<file path="src/rtl/netlist_bist_ctrl.sv">
// Logic BIST controller: LFSR stimulus into a combinational netlist, MISR compaction of its outputs, golden compare.
// Latency: start at edge k -> busy for PATTERNS cycles, done from edge k+PATTERNS+1; pass is combinational in DONE.
// Backpressure: none; start is ignored while running, abort cancels a run from any state.
module netlist_bist_ctrl #(
    parameter int               IN_W      = 14,
    parameter int               OUT_W     = 8,
    parameter int               PATTERNS  = 1024,
    parameter logic [IN_W-1:0]  SEED      = 14'h0001,
    parameter logic [IN_W-1:0]  LFSR_POLY = 14'h3005,
    parameter logic [OUT_W-1:0] MISR_POLY = 8'h71
) (
    input  logic             clk,
    input  logic             rst_n,
    input  logic             start,
    input  logic             abort,
    input  logic [OUT_W-1:0] golden,
    output logic [IN_W-1:0]  dut_in,
    input  logic [OUT_W-1:0] dut_out,
    output logic             busy,
    output logic             done,
    output logic             pass,
    output logic [OUT_W-1:0] signature
);

    typedef enum logic [1:0] {
        ST_IDLE,
        ST_RUN,
        ST_DONE
    } state_t;

    // A zero seed would lock the LFSR at zero, so it is substituted.
    localparam logic [IN_W-1:0] SEED_EFF = (SEED == '0) ? IN_W'(1) : SEED;
    localparam logic [15:0]     CNT_LAST = 16'(PATTERNS - 1);

    state_t           state_q, state_d;
    logic [IN_W-1:0]  lfsr_q, lfsr_d;
    logic [OUT_W-1:0] misr_q, misr_d;
    logic [15:0]      cnt_q, cnt_d;

    always_ff @(posedge clk or negedge rst_n) begin
        if (!rst_n) begin
            state_q <= ST_IDLE;
            lfsr_q  <= '0;
            misr_q  <= '0;
            cnt_q   <= '0;
        end else begin
            state_q <= state_d;
            lfsr_q  <= lfsr_d;
            misr_q  <= misr_d;
            cnt_q   <= cnt_d;
        end
    end

    always_comb begin
        state_d = state_q;
        lfsr_d  = lfsr_q;
        misr_d  = misr_q;
        cnt_d   = cnt_q;
        if (abort) begin
            state_d = ST_IDLE;
        end else begin
            case (state_q)
                ST_IDLE, ST_DONE: begin
                    if (start) begin
                        lfsr_d  = SEED_EFF;
                        misr_d  = '0;
                        cnt_d   = '0;
                        state_d = ST_RUN;
                    end
                end
                ST_RUN: begin
                    // dut_out here is the response to the current lfsr_q, which drives dut_in.
                    misr_d = {misr_q[OUT_W-2:0], 1'b0}
                           ^ (misr_q[OUT_W-1] ? MISR_POLY : '0)
                           ^ dut_out;
                    lfsr_d = {lfsr_q[IN_W-2:0], 1'b0}
                           ^ (lfsr_q[IN_W-1] ? LFSR_POLY : '0);
                    cnt_d  = cnt_q + 16'd1;
                    if (cnt_q == CNT_LAST) begin
                        state_d = ST_DONE;
                    end
                end
                default: state_d = ST_IDLE;
            endcase
        end
    end

    assign dut_in    = lfsr_q;
    assign signature = misr_q;
    assign busy      = (state_q == ST_RUN);
    assign done      = (state_q == ST_DONE);
    assign pass      = done && (misr_q == golden);

endmodule

</file>
<file path="config.mk">
export PLATFORM = sky130hd
export DESIGN_NAME = netlist_bist_ctrl
export DESIGN_NICKNAME = d
export VERILOG_FILES = /design/src/rtl/netlist_bist_ctrl.sv
export SDC_FILE = /design/constraint.sdc
export NUM_CORES = 1
export LEC_CHECK = 0
export CAP_MARGIN = 15
export CORE_MARGIN = 2
export CORE_UTILIZATION = 49
export CTS_BUF_LIST = sky130_fd_sc_hd__clkbuf_4 sky130_fd_sc_hd__clkbuf_8 sky130_fd_sc_hd__clkbuf_16
export DETAILED_ROUTE_END_ITERATION = 7
export GPL_TIMING_DRIVEN = 0
export HOLD_SLACK_MARGIN = 0.06
export MAX_ROUTING_LAYER = met4
export PLACE_DENSITY = 0.82
export SYNTH_ARGS = -nofsm -noshare
export SYNTH_HDL_FRONTEND = slang
export SYNTH_SLANG_ARGS = --single-unit
</file>
<file path="constraint.sdc">
create_clock -name clk -period 1.9 [get_ports clk]
set_input_delay 0.57 -clock clk [delete_from_list [all_inputs] [get_ports clk]]
set_output_delay 0.57 -clock clk [all_outputs]
set_load 0.05 [all_outputs]
</file>
==> results.json, run 1 <==
{
  "switching_power_mw": 0.940,
  "violations": "negative setup slack",
  "drtAntennaViolNets": 0,
  "critPathKind": "flop to output port",
  "yosysTopAreaCell": "dfrtp_1",
  "synth_cell_types": 34,
  "fin_crit_ns": 2.27,
  "critical_path.max_stage_delay_ns": 0.43,
  "ys.warnings.count": 0,
  "max_freq_mhz": 441,
  "overflow": 0,
  "post_drt_wl_per_cell_um": 14.9,
  "endpoint": "pass",
  "routed_via_density": 5.59,
  "hpwlAfterDp_mm": 2.80,
  "period_share_pct": 119,
  "vdd_ir_drop_max_v": 0.000679,
  "fin_skew_ns": 0.00848,
  "synth_area_um2": 1900,
  "drt_iter0_drc": 115,
  "yosys-top-cells-area": "dfrtp_1, o21ai_0, nand2_1",
  "r2r_start": "cnt_q[0]",
  "start_util_pct": 51.6,
  "drive_gt1_share_pct": 15.9,
  "core_um2": 3690,
  "num_rows": 22,
  "fin_nets": 253,
  "cap_violations": 0,
  "slew_viol_final": 0,
  "swShare_pct": 38.2,
  "synth_top_area_share_pct": 52.6,
  "netlist_instances": 181,
  "crit_path_start_kind": "flop",
  "setup_viol": 1,
  "numClockSinks": 40,
  "hp-class": "primary input to async pin",
  "cts_tree": "yes",
  "clk_path_buf_depth": 2,
  "r2r_slack_ns": 0.22,
  "drt_wl_total_mm": 4.19,
  "ios": 45,
  "combPwrFrac_pct": 32.4,
  "crit_path_cell_trace": "xor2_2 > nor4_2 > nand3_1 > nor4_4 > buf_6",
  "rr_worst_depth": 5,
  "max_slew.worst_pin.slew_ns": 0.870,
  "drcViolationCount": 0,
  "grt_pass1_wl_mm": 7.30,
  "timing.rr.end": "cnt_q[8]",
  "die_w_um": 66.3,
  "status": "complete, but fails checks",
  "cp.required_ns": 1.33,
  "vias": 1571,
  "tns_ns": -0.366,
  "die_h_um": 66.3,
  "maxSlewHeadroom_pct": 42.0,
  "place.gp.congestion": 0.772,
  "antenna_found_initial": 0,
  "cp-end-kind": "output port",
  "h-tree-depth": 2,
  "clk_latency_ns": 0.29,
  "setup_ws_ns": -0.366,
  "power.internal_mw": 1.52,
  "grt_max_degree": 41,
  "cp.arrival_ns": 1.70,
  "cts_made_buffers": 5,
  "crit_start": "signature[3]",
  "cts-root-buf": "clkbuf_8",
  "firstDrtPassIters": 4,
  "numPortBuffers": 44,
  "seq_power_share_pct": 43.0,
  "dieArea_um2": 4400,
  "syn2layout_area_growth_pct": 32.4,
  "grt_pass1_vias": 1617,
  "hold_ws_ns": 0.383,
  "path_max_fanout": 2,
  "antenna_cells": 0,
  "power.share.clock_pct": 24.6,
  "track_usage_pct": 22.4,
  "syn-num-nets": 202,
  "final.fill_count": 305,
  "power_density_nw_per_um2": 975,
  "synth-seq-cells": 40,
  "avgSynthCellArea_um2": 10.5,
  "clkSlewWorstSetupHoldPaths_ns": 0.08,
  "cp_slowest_cell": "dfrtp_2",
  "ys_seq_area_share_pct": 52.6,
  "power.leakage_nw": 1.20,
  "hold_violations": 0,
  "rsz0062_at_grt": "yes"
}
==> cell usage in the layout, fill, tap and decap left out, types with 3 or more instances in the layout <==
cell type and instances:
dfrtp_1 36, clkdlybuf4s50_1 13, nand3_1 8, a22o_1 11, a21oi_1 3, nor2_1 4, dlygate4sd2_1 20, mux2i_1 6
xor2_1 9, inv_1 3, xnor2_1 11, clkbuf_8 7, nand4_1 4, clkbuf_2 3, dfrtp_2 4, buf_4 3
nor4_4 3, clkbuf_1 4, o21ai_0 21, nand2_1 26, buf_2 4
==> layout make-up <==
class / instances / area, µm² / area share, %
plain buffers: 7 / 47.5 / 1.89
clock buffers: 6 / 82.6 / 3.28
clock inverters: 2 / 15.0 / 0.596
inverters: 3 / 11.3 / 0.447
multi-input cells: 129 / 900 / 35.7
flip-flops and latches: 40 / 1010 / 39.9
well taps: 48 / 60.1 / 2.38
repair buffers: 46 / 398 / 15.8
==> power groups by stage <==
stage	Sequential, mW	Clock (mW)	Combinational, mW
2_1_floorplan	1.32	0	0.281
3_3_place_gp	1.07	0	0.794
3_5_place_dp	1.08	0	0.807
4_1_cts	1.05	0.612	0.801
5_1_grt	1.07	0.648	0.865
6_report	1.06	0.604	0.796
==> routing by layer <==
metal	vias to the layer above	share of wire (%)	GRT usage, %
li1	748	-	-
met1	777	45	28.3
met2	44	49	36.4
met3	2	5.1	6.30
met4	0	0.095	4.59
met5	-	0	-
==> through the flow <==
| step | std cells | total power, mW | utilization, % | worst slack (ns) | cell area (µm²) |
|---|---|---|---|---|---|
| 2_1_floorplan | 181 | 1.60 | - | -0.431 | 1930 |
| 3_3_place_gp | 273 | 1.87 | 65.8 | -1.36 | 2430 |
| 3_5_place_dp | 273 | 1.89 | 65.6 | -1.39 | 2420 |
| 4_1_cts | 281 | 2.47 | 68.4 | -0.367 | 2520 |
| 5_1_grt | 281 | 2.59 | 68.3 | -0.499 | 2520 |
| 6_report | 281 | 2.46 | 68.3 | -0.366 | 2520 |
==> Yosys cell counts <==
cell,instances
nor2_1,4
inv_1,3
o41ai_1,1
and3_1,1
buf_6,1
nand2_1,26
o22ai_1,1
nand4_1,4
mux2i_1,6
ha_1,1
and2_1,1
nor4_4,1
dfrtp_1,40
a21oi_1,3
nor4_2,1
and4_1,1
a22o_1,11
o211ai_1,2
or3b_4,1
nor3b_2,1
or3b_2,1
o311ai_0,1
a31oi_1,1
nand3_1,8
or3_1,1
nor2b_1,2
buf_2,1
o31ai_1,2
xor2_1,10
or2_2,1
clkbuf_1,7
o21ai_0,21
xnor2_1,11
nor4_1,4
==> worst max-delay path, delay by kind of cell, from the launching register on <==
kind / cells / cell delay (ns)
AND/OR/NAND/NOR: 3 / 0.62
flip-flops: 1 / 0.43
XOR/XNOR: 1 / 0.15
buffers and inverters: 1 / 0.19
==> sequential cells by signal, summed over array words and instances (netlist names) <==
register / count
cnt_q: 16
dut_in: 14
signature: 8
state_q: 2
==> how the worst min path moves through the flow <==
stage,cells past startpoint,to
2_1_floorplan,0,cnt_q[0]
3_3_place_gp,1,cnt_q[7]
3_5_place_dp,1,cnt_q[15]
4_1_cts,1,cnt_q[12]
5_1_grt,1,cnt_q[13]
6_report,1,cnt_q[15]
==> timing repair <==
action / 4_1_cts / 5_1_grt
pin swaps: 6 / 1
hold buffers: 0 / 0
gates resized for setup: 58 / 10
endpoints found under the setup margin: 60 / 14
setup buffers: 2 / 0
==> cell families (layout without fill, tap and decap cells) <==
group | after synthesis | count (layout) | synth area share [%]
XOR/XNOR | 21 | 21 | 9.66
multiplexers | 6 | 6 | 3.16
adder cells (fa/ha/maj) | 1 | 1 | 0.657
AND/OR/NAND/NOR | 58 | 58 | 16.6
flip-flops | 40 | 40 | 52.6
buffers and inverters | 12 | 64 | 2.83
AO/OA/AOI/OAI | 43 | 43 | 14.5
(Power assumes the default switching activity.)
==> inputs of run 2 (changes only) <==
CORE_UTILIZATION = 44   (was 49)
PLACE_DENSITY = 0.75   (was 0.82)
==> run 2 against run 1 <==
The run still ends with negative setup slack left. Total power rose by 5.3%. Critical path depth is the same. Clock power grew 23%. Routed wire length down 2.5%. Global-route usage down 3.7 points. Core utilization shrank 5.6 points. Hold slack got worse by 0.24 ns. Cell area increased by 1.6%. Clock-buffer cell count unchanged. Via count is 0.57% lower. Sequential power about the same. Critical path type unchanged.
==> results.json, run 2 (same netlist as run 1, synthesis figures left out) <==
{
  "seqCellArea_um2": 1010,
  "drtAntennaViolNets": 0,
  "antenna_cells": 0,
  "vias": 1562,
  "layout.cells.non_filler": 286,
  "cp_slowest_cell": "dfrtp_2",
  "cp.required_ns": 1.33,
  "clk_path_buf_depth": 2,
  "routed_via_density": 5.46,
  "cp-end-kind": "output port",
  "maxSlewHeadroom_pct": 62.9,
  "core_um2": 4090,
  "final.fill_count": 363,
  "vdd_ir_drop_max_v": 0.000673,
  "numClockSinks": 40,
  "setup_viol": 1,
  "path_buf_inv": 1,
  "grt_pass1_vias": 1559,
  "hold_violations": 0,
  "cts-root-buf": "clkbuf_8",
  "cts_tree": "yes",
  "syn2layout_area_growth_pct": 34.6,
  "post-place-cells": 276,
  "rsz0062_at_grt": "yes",
  "clk_latency_ns": 0.30,
  "power.share.clock_pct": 28.6,
  "grt_pass1_wl_mm": 7.03,
  "antenna_found_initial": 0,
  "final_core_util_pct": 62.7,
  "hpwlAfterDp_mm": 2.86,
  "grt_max_degree": 30,
  "cts_made_buffers": 5,
  "place.gp.congestion": 0.790,
  "track_usage_pct": 18.8,
  "seq_power_share_pct": 40.7,
  "multiInputGateArea_um2": 886,
  "dieArea_um2": 4870,
  "drive_gt1_share_pct": 16.5,
  "setup_ws_ns": -0.336,
  "violations": "negative setup slack",
  "hp-class": "primary input to async pin",
  "swShare_pct": 35.9,
  "h-tree-depth": 2,
  "path_max_fanout": 2,
  "ios": 45,
  "power.leakage_nw": 1.24,
  "fin_crit_ns": 2.24,
  "die_h_um": 69.8,
  "clkSlewWorstSetupHoldPaths_ns": 0.08,
  "fin_nets": 256,
  "start_util_pct": 46.6,
  "num_rows": 23,
  "cap_violations": 0,
  "die_w_um": 69.8,
  "drcViolationCount": 0,
  "fin_skew_ns": 0.00480,
  "firstDrtPassIters": 4,
  "critical_path.max_stage_delay_ns": 0.42,
  "final_common_cell": "dfrtp_1",
  "hold_ws_ns": 0.143,
  "max_slew.worst_pin.slew_ns": 0.554,
  "status": "complete, but fails checks",
  "power.internal_mw": 1.66,
  "drt_wl_total_mm": 4.09,
  "crit_path_start_kind": "flop",
  "power_density_nw_per_um2": 1010,
  "critPathKind": "flop to output port",
  "combPwrFrac_pct": 30.7,
  "regMostFlops": "cnt_q",
  "drt_iter0_drc": 80,
  "overflow": 0,
  "max_freq_mhz": 447,
  "largest_reg_flops": 16,
  "post_drt_wl_per_cell_um": 14.3,
  "cp.arrival_ns": 1.67,
  "final_cell_mix": "dfrtp_1, nand2_1, dlygate4sd2_1",
  "switching_power_mw": 0.927,
  "critPathTopFamily": "simple AND/OR/NAND/NOR gates",
  "holdBufCountCts": 0,
  "numPortBuffers": 44,
  "period_share_pct": 118,
  "slew_viol_final": 0,
  "crit_path_cell_trace": "xor2_1 > nor4_2 > nand3_1 > nor4_4 > buf_6"
}
-- run 2: power by group through the flow --
stage | Combinational [mW] | Clock, mW | Sequential, mW
global placement | 0.798 | 0 | 1.08
floorplan | 0.281 | 0 | 1.32
detailed placement | 0.810 | 0 | 1.08
finish | 0.794 | 0.740 | 1.05
CTS | 0.807 | 0.758 | 1.05
global route | 0.855 | 0.788 | 1.07
-- run 2: final timing paths --
| check | depth (start not counted) | start | slack, ns | to |
|---|---|---|---|---|
| max in group asynchronous | 2 | rst_n | 1.30 | signature[2] |
| hold / removal | 1 | rst_n | 0.14 | cnt_q[6] |
| hold reg to reg | 1 | cnt_q[15] | 0.49 | cnt_q[15] |
| setup reg to reg | 6 | cnt_q[0] | 0.17 | cnt_q[8] |
| min in group clk | 1 | cnt_q[15] | 0.49 | cnt_q[15] |
| setup / recovery | 5 | signature[3] | -0.34 | pass |
-- run 2: metrics by stage --
step	cell area (µm²)	power, mW	worst slack (ns)	TNS, ns
global route	2560	2.71	-0.443	-0.443
floorplan	1930	1.60	-0.431	-0.431
detailed placement	2440	1.89	-1.37	-21.00
CTS	2570	2.62	-0.357	-0.357
global placement	2430	1.87	-1.35	-52.00
finish	2560	2.59	-0.336	-0.336
-- run 2: area by class of cell --
type                    count  share of cell area [%]
plain buffers               8                    2.05
clock buffers               6                    3.22
clock inverters             2                    1.51
inverters                   3                   0.440
multi-input cells         129                    34.6
flip-flops and latches     40                    39.3
well taps                  50                    2.44
repair buffers             48                    16.5
-- run 2: per-layer routing --
layer	up-vias	track usage, %	share of wire, %
met5	-	-	0
met1	762	23.8	47
met4	0	6.20	1.6
li1	752	-	-
met3	7	5.96	5.4
met2	41	28.7	46
-- run 2: what timing repair did --
action | in CTS | in global routing
buffers inserted | 3 | 0
endpoints found under the setup margin | 60 | 20
pin swaps | 7 | 3
gates resized for setup | 57 | 11
